## config.mk

```make
export PLATFORM = sky130hd
export DESIGN_NAME = display_scan_ctrl_flat
export DESIGN_NICKNAME = d
export VERILOG_FILES = /design/src/rtl/display_scan_if.sv /design/src/rtl/display_scan_ctrl.sv /design/src/flat_wrapper.sv
export SDC_FILE = /design/constraint.sdc
export NUM_CORES = 1
export LEC_CHECK = 0
export CORE_AREA = 2 2 94 164
export CTS_BUF_LIST = sky130_fd_sc_hd__clkbuf_4 sky130_fd_sc_hd__clkbuf_8
export DETAILED_ROUTE_END_ITERATION = 8
export DIE_AREA = 0 0 96 166
export GPL_TIMING_DRIVEN = 0
export PLACE_DENSITY = 0.88
export SYNTH_ARGS = -nofsm -noshare
export SYNTH_HDL_FRONTEND = slang
export SYNTH_SLANG_ARGS = --single-unit
export TNS_END_PERCENT = 1
```

## constraint.sdc

```tcl
create_clock -name clk -period 9.4 [get_ports clk]
set_clock_uncertainty 0.2 [all_clocks]
set_input_delay 1.88 -clock clk [delete_from_list [all_inputs] [get_ports clk]]
set_output_delay 1.88 -clock clk [all_outputs]
set_load 0.05 [all_outputs]
```

## src/rtl/display_scan_if.sv

```systemverilog
// display_scan_if: timing config, buffer handshake and scan outputs of the display scan controller
interface display_scan_if #(
  parameter int CW = 10,
  parameter int NCH = 3,
  parameter int ADDR_W = 17
);
  logic cs_display;
  logic [CW-1:0] hb_len, vb_len, act_px, act_ln;
  logic back_full;
  logic busy, blank;
  logic [NCH-1:0] chan_sel;
  logic buf_sel, rd_en;
  logic [ADDR_W-1:0] rd_addr;
  logic [1:0] wr_en;
  logic sync_hb, sync_vb, buf_swap, frame_done;
  logic [7:0] underrun_cnt;
  modport master (
    input cs_display, hb_len, vb_len, act_px, act_ln, back_full,
    output busy, blank, chan_sel, buf_sel, rd_en, rd_addr, wr_en,
    output sync_hb, sync_vb, buf_swap, frame_done, underrun_cnt
  );
  modport slave (
    output cs_display, hb_len, vb_len, act_px, act_ln, back_full,
    input busy, blank, chan_sel, buf_sel, rd_en, rd_addr, wr_en,
    input sync_hb, sync_vb, buf_swap, frame_done, underrun_cnt
  );
endinterface

```

## src/rtl/display_scan_ctrl.sv

```systemverilog
// display_scan_ctrl: ping-pong frame-buffer scan sequencer; define UNDERRUN_CNT_EN to build the underrun counter
module display_scan_ctrl #(
  parameter int CW = 10,
  parameter int NCH = 3,
  parameter int ADDR_W = 17
) (
  input logic clk,
  input logic reset,
  display_scan_if.master bus
);
  localparam int SW = NCH > 1 ? $clog2(NCH) : 1;
  localparam int W = CW + 1;
  typedef enum logic [1:0] {IDLE, VBLANK, HBLANK, ACTIVE} state_t;
  state_t state;
  logic [SW-1:0] slot;
  logic [W-1:0] px, ln, nx_px, nx_ln, sum_ln, sum_px, n_lines, line_len;
  logic [CW-1:0] hb_s, vb_s, ap_s, al_s;
  logic [ADDR_W-1:0] rd_addr;
  logic buf_sel, swap, last_slot, last_px, last_ln, frame_end;
  function automatic state_t region(input logic [W-1:0] l, p, input logic [CW-1:0] vb, hb, ap, al);
    return (l < W'(vb) || l >= W'(vb) + W'(al)) ? VBLANK :
           (p < W'(hb) || p >= W'(hb) + W'(ap)) ? HBLANK : ACTIVE;
  endfunction
  assign sum_ln = W'(vb_s) + W'(al_s);
  assign sum_px = W'(hb_s) + W'(ap_s);
  assign n_lines = (sum_ln == '0) ? W'(1) : sum_ln;
  assign line_len = (sum_ln == '0 || sum_px == '0) ? W'(1) : sum_px;
  assign last_slot = slot == SW'(NCH - 1);
  assign last_px = px == line_len - W'(1);
  assign last_ln = ln == n_lines - W'(1);
  assign frame_end = (state != IDLE) && last_slot && last_px && last_ln;
  assign nx_px = last_px ? '0 : px + W'(1);
  assign nx_ln = last_px ? ln + W'(1) : ln;
  // frame walker: shadow config, slot/pixel/line counters, region state and buffer swap
  always_ff @(posedge clk or posedge reset)
    if (reset) begin
      state <= IDLE;
      slot <= '0;
      px <= '0;
      ln <= '0;
      rd_addr <= '0;
      buf_sel <= 1'b0;
      swap <= 1'b0;
      hb_s <= '0;
      vb_s <= '0;
      ap_s <= '0;
      al_s <= '0;
    end else if (state == IDLE || frame_end) begin
      slot <= '0;
      px <= '0;
      ln <= '0;
      rd_addr <= '0;
      swap <= frame_end && bus.back_full;
      buf_sel <= buf_sel ^ (frame_end && bus.back_full);
      if (bus.cs_display) begin
        hb_s <= bus.hb_len;
        vb_s <= bus.vb_len;
        ap_s <= bus.act_px;
        al_s <= bus.act_ln;
        state <= region('0, '0, bus.vb_len, bus.hb_len, bus.act_px, bus.act_ln);
      end else begin
        state <= IDLE;
      end
    end else begin
      swap <= 1'b0;
      slot <= last_slot ? '0 : slot + SW'(1);
      rd_addr <= rd_addr + ADDR_W'(state == ACTIVE && last_slot);
      if (last_slot) begin
        px <= nx_px;
        ln <= nx_ln;
        state <= region(nx_ln, nx_px, vb_s, hb_s, ap_s, al_s);
      end
    end
  assign bus.busy = state != IDLE;
  assign bus.blank = state == VBLANK || state == HBLANK;
  assign bus.chan_sel = (state == IDLE) ? '0 : NCH'(1) << slot;
  assign bus.buf_sel = buf_sel;
  assign bus.wr_en = buf_sel ? 2'b01 : 2'b10;
  assign bus.rd_en = state == ACTIVE;
  assign bus.rd_addr = rd_addr;
  assign bus.sync_hb = state != IDLE && slot == '0 && px == '0;
  assign bus.sync_vb = state != IDLE && slot == '0 && px == '0 && ln == '0;
  assign bus.buf_swap = swap;
  assign bus.frame_done = frame_end;
`ifdef UNDERRUN_CNT_EN
  logic [7:0] urun;
  // saturating count of frame ends that found the back buffer incomplete
  always_ff @(posedge clk or posedge reset)
    if (reset) urun <= '0;
    else if (frame_end && !bus.back_full && urun != 8'hff) urun <= urun + 8'd1;
  assign bus.underrun_cnt = urun;
`else
  assign bus.underrun_cnt = 8'd0;
`endif
endmodule

```

## src/flat_wrapper.sv

```systemverilog
// flat-port wrapper written by rule: the top's interface ports become plain ports
module display_scan_ctrl_flat 
#(
  parameter int CW = 10,
  parameter int NCH = 3,
  parameter int ADDR_W = 17
)
  (clk, reset, bus_cs_display, bus_hb_len, bus_vb_len, bus_act_px, bus_act_ln, bus_back_full, bus_busy, bus_blank, bus_chan_sel, bus_buf_sel, bus_rd_en, bus_rd_addr, bus_wr_en, bus_sync_hb, bus_sync_vb, bus_buf_swap, bus_frame_done, bus_underrun_cnt);
  display_scan_if #(.CW(CW), .NCH(NCH), .ADDR_W(ADDR_W)) bus_i ();
  input logic clk;
  input logic reset;
  input wire logic [$bits(bus_i.cs_display)-1:0] bus_cs_display;
  input wire logic [$bits(bus_i.hb_len)-1:0] bus_hb_len;
  input wire logic [$bits(bus_i.vb_len)-1:0] bus_vb_len;
  input wire logic [$bits(bus_i.act_px)-1:0] bus_act_px;
  input wire logic [$bits(bus_i.act_ln)-1:0] bus_act_ln;
  input wire logic [$bits(bus_i.back_full)-1:0] bus_back_full;
  output wire logic [$bits(bus_i.busy)-1:0] bus_busy;
  output wire logic [$bits(bus_i.blank)-1:0] bus_blank;
  output wire logic [$bits(bus_i.chan_sel)-1:0] bus_chan_sel;
  output wire logic [$bits(bus_i.buf_sel)-1:0] bus_buf_sel;
  output wire logic [$bits(bus_i.rd_en)-1:0] bus_rd_en;
  output wire logic [$bits(bus_i.rd_addr)-1:0] bus_rd_addr;
  output wire logic [$bits(bus_i.wr_en)-1:0] bus_wr_en;
  output wire logic [$bits(bus_i.sync_hb)-1:0] bus_sync_hb;
  output wire logic [$bits(bus_i.sync_vb)-1:0] bus_sync_vb;
  output wire logic [$bits(bus_i.buf_swap)-1:0] bus_buf_swap;
  output wire logic [$bits(bus_i.frame_done)-1:0] bus_frame_done;
  output wire logic [$bits(bus_i.underrun_cnt)-1:0] bus_underrun_cnt;
  assign bus_i.cs_display = bus_cs_display;
  assign bus_i.hb_len = bus_hb_len;
  assign bus_i.vb_len = bus_vb_len;
  assign bus_i.act_px = bus_act_px;
  assign bus_i.act_ln = bus_act_ln;
  assign bus_i.back_full = bus_back_full;
  assign bus_busy = bus_i.busy;
  assign bus_blank = bus_i.blank;
  assign bus_chan_sel = bus_i.chan_sel;
  assign bus_buf_sel = bus_i.buf_sel;
  assign bus_rd_en = bus_i.rd_en;
  assign bus_rd_addr = bus_i.rd_addr;
  assign bus_wr_en = bus_i.wr_en;
  assign bus_sync_hb = bus_i.sync_hb;
  assign bus_sync_vb = bus_i.sync_vb;
  assign bus_buf_swap = bus_i.buf_swap;
  assign bus_frame_done = bus_i.frame_done;
  assign bus_underrun_cnt = bus_i.underrun_cnt;
  display_scan_ctrl #(.CW(CW), .NCH(NCH), .ADDR_W(ADDR_W)) u_core (.clk(clk), .reset(reset), .bus(bus_i));
endmodule
```

-- Word-level counts from Yosys, hierarchy flattened
Index checks and enable logic that the tools add are counted.
- bits of input ports: 44
- logic and storage cells: 82
- ROM bits: 0
- RAM bits: 0
- output and inout port bits: 38
- memories kept: 0
- bits in latches: 0
- bits in registers: 85
- equal/unequal tests: 6
- multipliers: 0
- shifts and indexed selects: 1
- multiplexer cells: 21
- add/sub/neg operators: 10
- bitwise gates (word level): 1
- reduce and logical (&&, ||, !) cells: 24
- order comparisons: 8
- divide/modulo/power cells: 0
- operators with widths (operator ; number):
    11-bit two-way mux ; 8
    10-bit by 10-bit adder with 11-bit output ; 4
    11-bit zero test ; 4
    11-bit by 1-bit adder with 11-bit output, second input constant ; 2
    11-bit equality test ; 2
    1-bit by 11-bit >= comparator with 1-bit output, first input constant ; 2
    11-bit >= comparator ; 2
    11-bit by 10-bit < comparator with 1-bit output ; 2
    11-bit by 1-bit subtractor with 11-bit output, second input constant ; 2
    1-bit by 10-bit < comparator with 1-bit output, first input constant ; 2
    17-bit by 1-bit adder with 17-bit output ; 1
    17-bit two-way mux ; 1
    2-bit two-way mux ; 8
    1-bit logical AND ; 8
    1-bit logical OR ; 7
    2-bit equality test, second input constant ; 3
    2-bit zero test ; 2
    2-bit nonzero test ; 2
    1-bit two-way mux ; 3
    3-bit two-way mux ; 1
    1-bit by 2-bit << shifter with 3-bit output, first input constant ; 1
    2-bit by 1-bit adder with 2-bit output, second input constant ; 1
    2-bit by 1-bit equality test with 1-bit output, second input constant ; 1
    2-bit AND reduction ; 1
    1-bit XOR ; 1

-- Depth between registers and ports, before layout
Gate-level depths: netlist of run 1.
- word-level depth: 13
- mapped depth: 34
- mapped depth without buffers: 33

-- Least setup slack after synthesis of run 1
OpenSTA, ideal clock, no wires.
- path type: register to output
- from: register u_core.al_s[0]
- to: output port bus_frame_done
- data required time: 7.320 ns
- arrival: 5.048 ns
- stages on the path, launching flop included: 20
- path buffers: 1
- setup slack: 2.272 ns
- cells stage by stage: dfrtp_1 ha_1 fa_1 a211oi_2 nor2_1 xor2_1 nor3_1 and3_1 and3_1 buf_2 or3_1 ha_1 xnor2_1 a41oi_1 nor3_1 nand2_1 a211o_1 a211oi_2 nand4_4 nor2_1
- cells in the longest elaborated chain, start to end: 8
- elaborated cells between the ends (all ways): 11
- those cells by class: 3 x add/sub; 2 x eq/ne; 2 x mux; 4 x reduce/logical
- ends and longest elaborated chain (item ; line ; RTL):
    start, declared ; display_scan_ctrl.sv:17 ; logic [CW-1:0] hb_s, vb_s, ap_s, al_s;
    start signal, assigned ; display_scan_ctrl.sv:59 ; al_s <= bus.act_ln;
    10-bit by 10-bit adder with 11-bit output (*) ; display_scan_ctrl.sv:24 ; assign sum_ln = W'(vb_s) + W'(al_s);
    11-bit zero test ; display_scan_ctrl.sv:26, display_scan_ctrl.sv:27 ;
    1-bit logical OR ; display_scan_ctrl.sv:27 ; assign line_len = (sum_ln == '0 || sum_px == '0) ? W'(1) : sum_px;
    11-bit two-way mux ; display_scan_ctrl.sv:27 ;
    11-bit by 1-bit subtractor with 11-bit output ; display_scan_ctrl.sv:29 ; assign last_px = px == line_len - W'(1);
    11-bit equality test ; display_scan_ctrl.sv:29 ;
    1-bit logical AND ; display_scan_ctrl.sv:31 ; assign frame_end = (state != IDLE) && last_slot && last_px && last_ln;
    1-bit logical AND (*) ; display_scan_ctrl.sv:31 ;
    end, declared ; flat_wrapper.sv:28 ; output wire logic [$bits(bus_i.frame_done)-1:0] bus_frame_done;
Mark *: on every way between the ends. The rest lies on a longest branch, timed or not.

-- Worst setup path in the final report of run 1
Same ends and word-level chain as after synthesis.

==> impl_metrics.json, run 1 <==
{
  "ys_ff_latch": 85,
  "yosys_warnings": 0,
  "firstDrtPassIters": 5,
  "setup_tns_ns": 0,
  "antenna_found_initial": 0,
  "slew_violations": 0,
  "swShare_pct": 54.42,
  "synthSimpleGateAreaFrac_pct": 21.47,
  "fin_cells": 1181,
  "yosysSeqAreaShare_pct": 27.10,
  "worstSetupEndpointType": "output port",
  "clockBufferDepth": 2,
  "crit_buf_inv": 2,
  "synth_cell_type_count": 83,
  "path_depth": 20,
  "dp_hpwl_um": 17190,
  "cap_violations": 0,
  "hold_viol_final": 0,
  "slew-limit-headroom_pct": 42.42,
  "routed_wl_um": 21620,
  "rsz0062_at_grt": "false",
  "io_pins": 82,
  "cpLargestDelayFamily": "simple AND/OR/NAND/NOR gates",
  "routedWlPerCell_um": 18.31,
  "num_rows": 59,
  "reg2regPathDepth": 30,
  "start_util_pct": 53.44,
  "hold_buffers": 0,
  "pwr-share-seq_pct": 15.7,
  "status": "finished, final reports clean",
  "synth_top_family_by_area": "simple AND/OR/NAND/NOR gates",
  "holdPathStages": 1,
  "min_period_over_period_pct": 91.61,
  "synth-main-ff-cell": "dfrtp_1",
  "area_growth_pct": 15.51,
  "crit_chain": "ha_1 > fa_1 > a211oi_2 > nor2_1 > xor2_1 > nor3_1 > and3_1 > and3_1 > buf_2 > or3_1 > ha_1 > xnor2_1 > a41oi_1 > nor3_1 > nand2_1 > a211o_1 > a211oi_2 > nand4_4 > nor2_1 > clkdlybuf4s50_1",
  "async_flop_share_pct": 100.0,
  "drcViolationCount": 0,
  "critPathLaunchType": "register",
  "numCtsBuffers": 9,
  "vias": 7244,
  "postCtsSetupBuffers": 0,
  "worstPathMaxFanout": 10,
  "slowest_stage": "clkdlybuf4s50_1",
  "fmax_ghz": 0.1161,
  "drt_iter0_drc": 452,
  "clkPwrFrac_pct": 7.8,
  "core_um2": 14690,
  "syn_inst": 901,
  "postSynthAreaPerCell_um2": 8.713,
  "hold_class": "reg2reg",
  "die_area_um2": 15940,
  "p_int_mw": 1.654,
  "grt_pass1_vias": 7366,
  "synth_compound_area_share_pct": 15.94,
  "clock_latency_ns": 0.38,
  "nets": 1129,
  "grt_util_all_layers_pct": 27.78,
  "crit_required_ns": 7.32,
  "overflow": 0,
  "clkTransAtPathRegs_ns": 0.10,
  "path_class": "reg2out",
  "grt_max_degree": 57,
  "via_per_inst": 6.134,
  "final.min_clock_period_ns": 8.611,
  "cpPeakStageDelay_ns": 0.84,
  "synthesis.area_um2": 7850,
  "final_common_cell": "ha_1",
  "p_switching_mw": 1.975,
  "reg2reg_slack_ns": 1.19,
  "synth_edf_count": 0,
  "cts_htree_levels": 3,
  "p_per_area_nw_per_um2": 400.1,
  "most-common-layout-cells": "88 x ha_1, 87 x nor2_1, 85 x dfrtp_1",
  "finalSetupViolations": 0,
  "yosys.area_share.adder_pct": 15.05,
  "arrival_ns": 6.53,
  "grt_pass1_wl_um": 34640,
  "drive_gt1_share_pct": 7.214,
  "worstMarginPinSlew_ns": 0.8576,
  "p_leak_nw": 4.037,
  "cts.sinks": 85,
  "diodes": 0,
  "synthMuxAreaShare_pct": 6.089,
  "synth-xor-area-share_pct": 8.687,
  "tritoncts": "yes",
  "vdd_drop_max_uv": 237.8,
  "root_buffer": "clkbuf_8",
  "port_buffers": 73,
  "ant_nets": 0,
  "fill_cells": 1219,
  "die_h_um": 166,
  "dp.cells": 1165,
  "cts_resized": 0,
  "p_comb_share_pct": 76.5,
  "die_x_um": 96,
  "gp_routability_congestion": 0.9571
}
path summary, 6_finish.rpt:
path	from	endpoint
setup / recovery	u_core.al_s[0]	bus_frame_done
hold / removal	u_core.ap_s[4]	u_core.ap_s[4]
setup reg to reg	u_core.al_s[0]	u_core.state[0]
hold reg to reg	u_core.ap_s[4]	u_core.ap_s[4]
max in group asynchronous	reset	u_core.vb_s[9]
min in group asynchronous	reset	u_core.bus.rd_addr[13]
sequential cells by signal (all words and copies together), names as in the netlist, 2 cells and up:
| signal | cells |
|---|---|
| u_core.bus.rd_addr | 17 |
| u_core.state | 2 |
| u_core.hb_s | 10 |
| u_core.slot | 2 |
| u_core.vb_s | 10 |
| u_core.px | 11 |
| u_core.al_s | 10 |
| u_core.ln | 11 |
| u_core.ap_s | 10 |
Yosys cell counts (4+ instances only):
library cell | count | share of area [%]
fa_1 | 4 | 1.0
xor2_1 | 26 | 2.9
nor3_1 | 24 | 1.5
a31oi_1 | 9 | 0.72
nand4_1 | 14 | 1.1
nor3b_1 | 8 | 0.77
a21oi_1 | 52 | 3.3
nor2_1 | 87 | 4.2
o21a_1 | 8 | 0.77
a22oi_1 | 6 | 0.57
nand2_1 | 65 | 3.1
and2_1 | 6 | 0.48
mux2_2 | 7 | 1.0
clkbuf_1 | 21 | 1.0
a211o_1 | 6 | 0.67
buf_2 | 10 | 0.64
dfrtp_1 | 85 | 27
nor4_1 | 12 | 0.96
nand2b_1 | 10 | 0.80
o21ai_0 | 31 | 2.0
a211oi_1 | 8 | 0.77
and3_1 | 13 | 1.0
inv_1 | 60 | 2.9
a21o_1 | 16 | 1.5
buf_4 | 10 | 0.96
xnor2_1 | 45 | 5.0
or4_1 | 5 | 0.48
mux2_1 | 31 | 4.4
nor2b_1 | 11 | 0.88
ha_1 | 88 | 14
mux2i_1 | 5 | 0.64
nand3_1 | 39 | 2.5
or3_1 | 8 | 0.64
worst reg2reg max path, delay by kind of cell, from the launching register on:
family                   cells  cell delay [ns]
AO/OA/AOI/OAI               10             1.77
XOR/XNOR                     2             0.74
adder cells (fa/ha/maj)      4             1.26
buffers and inverters        3             0.80
flip-flops                   1             0.44
AND/OR/NAND/NOR             11             2.91
per-stage QoR:
step / total power, mW / area, um2 / utilization, % / setup slack [ns] / hold WS (ns)
after global placement: 3.216 / 8836 / 60.15 / 1.307 / 0.2892
after global routing: 3.901 / 9067 / 61.72 / 0.5214 / 0.3488
after CTS: 3.593 / 9067 / 61.72 / 0.8695 / 0.3292
after detailed placement: 3.294 / 8866 / 60.35 / 1.295 / 0.3057
final: 3.628 / 9067 / 61.72 / 0.7891 / 0.3236
after floorplan: 2.651 / 7876 / - / 2.272 / 0.2710
area by class of cell:
type,instances,area [um2],share of cell area [%]
Tap cell,183,229.0,2.525
Clock inverter,6,70.07,0.7727
Sequential cell,85,2127,23.46
Inverter,62,235.2,2.594
Clock buffer,10,131.4,1.449
Buffer,42,209.0,2.304
Multi-Input combinational cell,719,5308,58.53
Timing Repair Buffer,74,758.2,8.362
cell families after synthesis:
logic type,Yosys count
other,1
XOR/XNOR,74
multiplexers,43
buffers and inverters,104
AO/OA/AOI/OAI,178
adder cells (fa/ha/maj),92
flip-flops,85
AND/OR/NAND/NOR,324
routing by layer:
metal  track usage (%)  share of wire (%)  up-vias
met5                 0                  0        -
met1             27.24                 34     3501
li1                  -                  -     3383
met3             2.813                3.3      103
met2             51.60                 55      257
met4             19.25                7.0        0
power by group through the flow:
stage	Clock, mW	Combinational (mW)	Sequential [mW]
floorplan	0	2.11	0.539
global placement	0	2.65	0.568
detailed placement	0	2.72	0.574
CTS	0.284	2.74	0.568
global route	0.297	3.02	0.581
finish	0.283	2.77	0.571
Power figures use the tool's default switching activity.
==> inputs of run 2 (changes only) <==
Settings changed: GPL_ROUTABILITY_DRIVEN from default to 0.
==> run 2 against run 1 <==
Net effect:
- global-route usage fell by 0.31 points
- first-iteration DRC count fell by 17%
- sequential share of layout area barely moved
- cell count did not move
- sequential cell count did not move
- critical path type unchanged
- largest cell class unchanged
- largest power group unchanged
==> impl_metrics.json, run 2 (synthesis gave the netlist of run 1 again) <==
{
  "finalPower_mw": 3.599,
  "most-common-layout-cells": "88 x ha_1, 87 x nor2_1, 85 x dfrtp_1",
  "dp_hpwl_um": 16560,
  "hold_viol_final": 0,
  "area_growth_pct": 15.49,
  "io_pins": 82,
  "numCtsBuffers": 9,
  "final.min_clock_period_ns": 8.613,
  "grt_pass1_vias": 7349,
  "vias": 7145,
  "arrival_ns": 6.53,
  "vdd_drop_max_uv": 256.4,
  "final_common_cell": "ha_1",
  "die_h_um": 166,
  "root_buffer": "clkbuf_8",
  "largest_register_ffs": 17,
  "rsz0062_at_grt": "false",
  "drcViolationCount": 0,
  "setup_tns_ns": 0,
  "clockBufferDepth": 2,
  "cts_htree_levels": 3,
  "antenna_found_initial": 0,
  "port_buffers": 73,
  "die_x_um": 96,
  "start_util_pct": 53.44,
  "clock_latency_ns": 0.37,
  "critPathLaunchType": "register",
  "finalSetupViolations": 0,
  "ant_nets": 0,
  "nets": 1129,
  "drive_gt1_share_pct": 7.214,
  "num_rows": 59,
  "cap_violations": 0,
  "post-place-ws_ns": 1.307,
  "die_area_um2": 15940,
  "slew-limit-headroom_pct": 44.42,
  "tritoncts": "yes",
  "reg2reg_slack_ns": 1.20,
  "hold_buffers": 0,
  "via_per_inst": 6.050,
  "grt_pass1_wl_um": 34400,
  "setup_slack_ns": 0.7868,
  "grt_util_all_layers_pct": 27.47,
  "drt_iter0_drc": 376,
  "cts.sinks": 85,
  "fmax_ghz": 0.1161,
  "diodes": 0,
  "worstSetupEndpointType": "output port",
  "path_class": "reg2out",
  "final_util_pct": 61.72,
  "p_leak_nw": 4.047,
  "hold_class": "reg2reg",
  "routed_wl_um": 20920,
  "postCtsSetupBuffers": 0,
  "overflow": 0,
  "firstDrtPassIters": 6,
  "p_per_area_nw_per_um2": 397.0,
  "holdWs_ns": 0.3203,
  "clkTransAtPathRegs_ns": 0.09,
  "top_register": "u_core.bus.rd_addr",
  "worstMarginPinSlew_ns": 0.8278,
  "cts_resized": 0,
  "grt_max_degree": 58,
  "routedWlPerCell_um": 17.71,
  "min_period_over_period_pct": 91.63,
  "status": "finished, final reports clean",
  "worstPathMaxFanout": 10,
  "crit_required_ns": 7.32,
  "reg_top3": "u_core.bus.rd_addr: 17 flops, u_core.ln: 11 flops, u_core.px: 11 flops",
  "slew_violations": 0,
  "core_um2": 14690
}
## run 2: changes by cell type in the layout (fill, tap and decap cells not counted), sizes merged
cell and change:
clkbuf +2, clkinvlp -2, inv -2, clkinv +2
## run 2: worst paths after layout
path,from,endpoint,cells after the start
max,u_core.vb_s[0],bus_frame_done,20
min,u_core.ap_s[6],u_core.ap_s[6],1
max in group asynchronous,reset,u_core.al_s[6],3
min reg2reg,u_core.ap_s[6],u_core.ap_s[6],1
max reg2reg,u_core.vb_s[0],u_core.state[0],29
min in group asynchronous,reset,u_core.bus.rd_addr[15],2
## run 2: through the flow
| stage | area, um2 | cells |
|---|---|---|
| final | 9066 | 1181 |
| after global routing | 9066 | 1181 |
| after CTS | 9066 | 1181 |
| after detailed placement | 8866 | 1165 |
| after global placement | 8836 | 1164 |
| after floorplan | 7876 | 908 |
## run 2: layer usage
layer	global-route usage [%]	vias up	share of wire, %	wire length, um
met1	28.02	3371	34	7217
met3	3.539	113	3.7	770
met4	20.31	0	8.4	1754
li1	-	3402	-	-
met2	48.79	259	53	11180
met5	0	-	0	0
## run 2: power breakdown
part,internal (mW),switching (mW)
clock,0.135,0.140
sequential,0.470,0.104
combinational,1.05,1.69
total,1.66,1.94
## run 2: cell type report
cell class	count	area (um2)
well taps	183	229.0
fillers	1210	5624
clock buffers	12	152.6
multi-input cells	719	5308
inverters	62	235.2
flip-flops and latches	85	2127
clock inverters	4	47.55
plain buffers	42	209.0
repair buffers	74	758.2
## run 2: critical path, stage by stage, from the launching register on
cell	delay [ns]
dfrtp_1	0.43
ha_1	0.23
fa_1	0.41
a211oi_2	0.32
nor2_1	0.11
xor2_1	0.38
nor3_1	0.15
and3_1	0.24
and3_1	0.27
buf_2	0.22
or3_1	0.36
ha_1	0.27
xnor2_1	0.36
a41oi_1	0.16
nor3_1	0.15
nand2_1	0.07
a211o_1	0.31
a211oi_2	0.36
nand4_4	0.23
nor2_1	0.26
clkdlybuf4s50_1	0.86
==> inputs of run 3 (changes only) <==
Settings changed: CORE_AREA 2 2 94 164 to 5 5 97 167, DIE_AREA 0 0 96 166 to 0 0 102 172.
==> run 3 against run 2 <==
Net effect:
- power decreased by 0.76%
- clock power decreased by 14%
- cell count about the same
- hold slack improved by 0.0016 ns
- utilization decreased by 0.20 points
- largest cell class unchanged
- largest power group unchanged
==> impl_metrics.json, run 3 (synthesis gave the netlist of run 1 again) <==
{
  "finalPower_mw": 3.572,
  "largest_register_ffs": 17,
  "drt_iter0_drc": 495,
  "arrival_ns": 6.48,
  "r2r-start": "u_core.al_s[0]",
  "grt_pass1_wl_um": 35040,
  "p_int_mw": 1.626,
  "path_class": "reg2out",
  "tritoncts": "yes",
  "fin_cells": 1180,
  "clkPwrFrac_pct": 6.7,
  "reg2reg_slack_ns": 1.30,
  "fmax_ghz": 0.1169,
  "vdd_drop_max_uv": 238.8,
  "setup_slack_ns": 0.8435,
  "min_to": "u_core.ap_s[7]",
  "nets": 1129,
  "top_register": "u_core.bus.rd_addr",
  "area_growth_pct": 15.11,
  "grt_pass1_vias": 7540,
  "slew-limit-headroom_pct": 43.00,
  "die_h_um": 172,
  "routedWlPerCell_um": 18.12,
  "setup_tns_ns": 0,
  "antenna_found_initial": 0,
  "drive_gt1_share_pct": 7.121,
  "grt_max_degree": 74,
  "die_x_um": 102,
  "crit_required_ns": 7.32,
  "slew_violations": 0,
  "core_um2": 14690,
  "hold_buffers": 0,
  "hold_class": "reg2reg",
  "io_pins": 82,
  "vias": 7229,
  "p_switching_mw": 1.946,
  "numCtsBuffers": 9,
  "worstPathMaxFanout": 10,
  "grt_util_all_layers_pct": 25.16,
  "dp.cells": 1165,
  "drcViolationCount": 0,
  "root_buffer": "clkbuf_8",
  "num_rows": 59,
  "dpl_cell_area_um2": 8866,
  "status": "finished, final reports clean",
  "p_per_area_nw_per_um2": 395.3,
  "clock_latency_ns": 0.37,
  "overflow": 0,
  "reg2regPathDepth": 30,
  "fin_area_um2": 9036,
  "final_common_cell": "ha_1",
  "holdPathStages": 1,
  "die_area_um2": 17540,
  "clockBufferDepth": 2,
  "ant_nets": 0,
  "hold_start": "u_core.ap_s[7]",
  "swShare_pct": 54.47,
  "cts.sinks": 85,
  "final_util_pct": 61.51,
  "p_comb_share_pct": 77.3,
  "rr_endpoint": "u_core.state[0]",
  "start_util_pct": 53.44,
  "reg_top3": "u_core.bus.rd_addr: 17 flops, u_core.ln: 11 flops, u_core.px: 11 flops",
  "cts_resized": 0,
  "clkTransAtPathRegs_ns": 0.09,
  "critPathLaunchType": "register",
  "finalSetupViolations": 0,
  "worstMarginPinSlew_ns": 0.8488,
  "rsz0062_at_grt": "false",
  "cts_htree_levels": 3,
  "final.min_clock_period_ns": 8.557,
  "cap_violations": 0,
  "diodes": 0,
  "via_per_inst": 6.126,
  "post-place-ws_ns": 1.320,
  "firstDrtPassIters": 5,
  "p_leak_nw": 4.029,
  "hold_viol_final": 0,
  "dp_hpwl_um": 17120,
  "port_buffers": 73,
  "pwr-share-seq_pct": 16.0,
  "fill_cells": 1185,
  "postCtsSetupBuffers": 0,
  "holdWs_ns": 0.3220,
  "min_period_over_period_pct": 91.03,
  "routed_wl_um": 21380,
  "worstSetupEndpointType": "output port",
  "most-common-layout-cells": "88 x ha_1, 87 x nor2_1, 85 x dfrtp_1"
}
run 3: worst max-delay path, cell delays in order, from the launching register on:
cell and delay [ns]:
dfrtp_1 0.41, ha_1 0.24, fa_1 0.42, a211oi_2 0.31, nor2_1 0.10, xor2_1 0.40
nor3_1 0.14, and3_1 0.24, and3_1 0.27, buf_2 0.22, or3_1 0.37, ha_1 0.28
xnor2_1 0.37, a41oi_1 0.17, nor3_1 0.16, nand2_1 0.07, a211o_1 0.31, a211oi_2 0.34
nand4_4 0.22, nor2_1 0.21, clkdlybuf4s50_1 0.84
run 3: power groups by stage:
stage	sequential [mW]	combinational, mW	clock (mW)
CTS	0.569	2.71	0.241
finish	0.571	2.76	0.238
global route	0.581	3.04	0.255
floorplan	0.539	2.11	0
global placement	0.573	2.61	0
detailed placement	0.576	2.70	0
run 3: per-layer routing:
metal  up-vias  wire (um)  GRT usage [%]
li1       3386          -              -
met2       264      11790          48.06
met1      3460       7197          23.98
met3       119        783          3.028
met5         -          0              0
met4         0       1616          17.76
run 3: final cells by class:
| class | instances | area (um2) | share of cell area, % |
|---|---|---|---|
| multi-input combinational | 719 | 5308 | 58.74 |
| sequential | 85 | 2127 | 23.54 |
| timing repair buffer | 74 | 758.2 | 8.391 |
| inverter | 62 | 235.2 | 2.603 |
| tap | 183 | 229.0 | 2.534 |
| buffer | 42 | 209.0 | 2.312 |
| clock buffer | 11 | 145.1 | 1.606 |
| clock inverter | 4 | 25.02 | 0.2769 |
run 3: how the worst max path moves through the flow:
stage               slack, ns            from        endpoint  cells past startpoint
finish                   0.84  u_core.al_s[0]  bus_frame_done                     20
global route             0.53  u_core.al_s[0]  bus_frame_done                     20
CTS                      0.88  u_core.al_s[0]  bus_frame_done                     20
detailed placement       1.32  u_core.al_s[0]  bus_frame_done                     20
global placement         1.38  u_core.al_s[0]  bus_frame_done                     20
floorplan                2.27  u_core.al_s[0]  bus_frame_done                     19
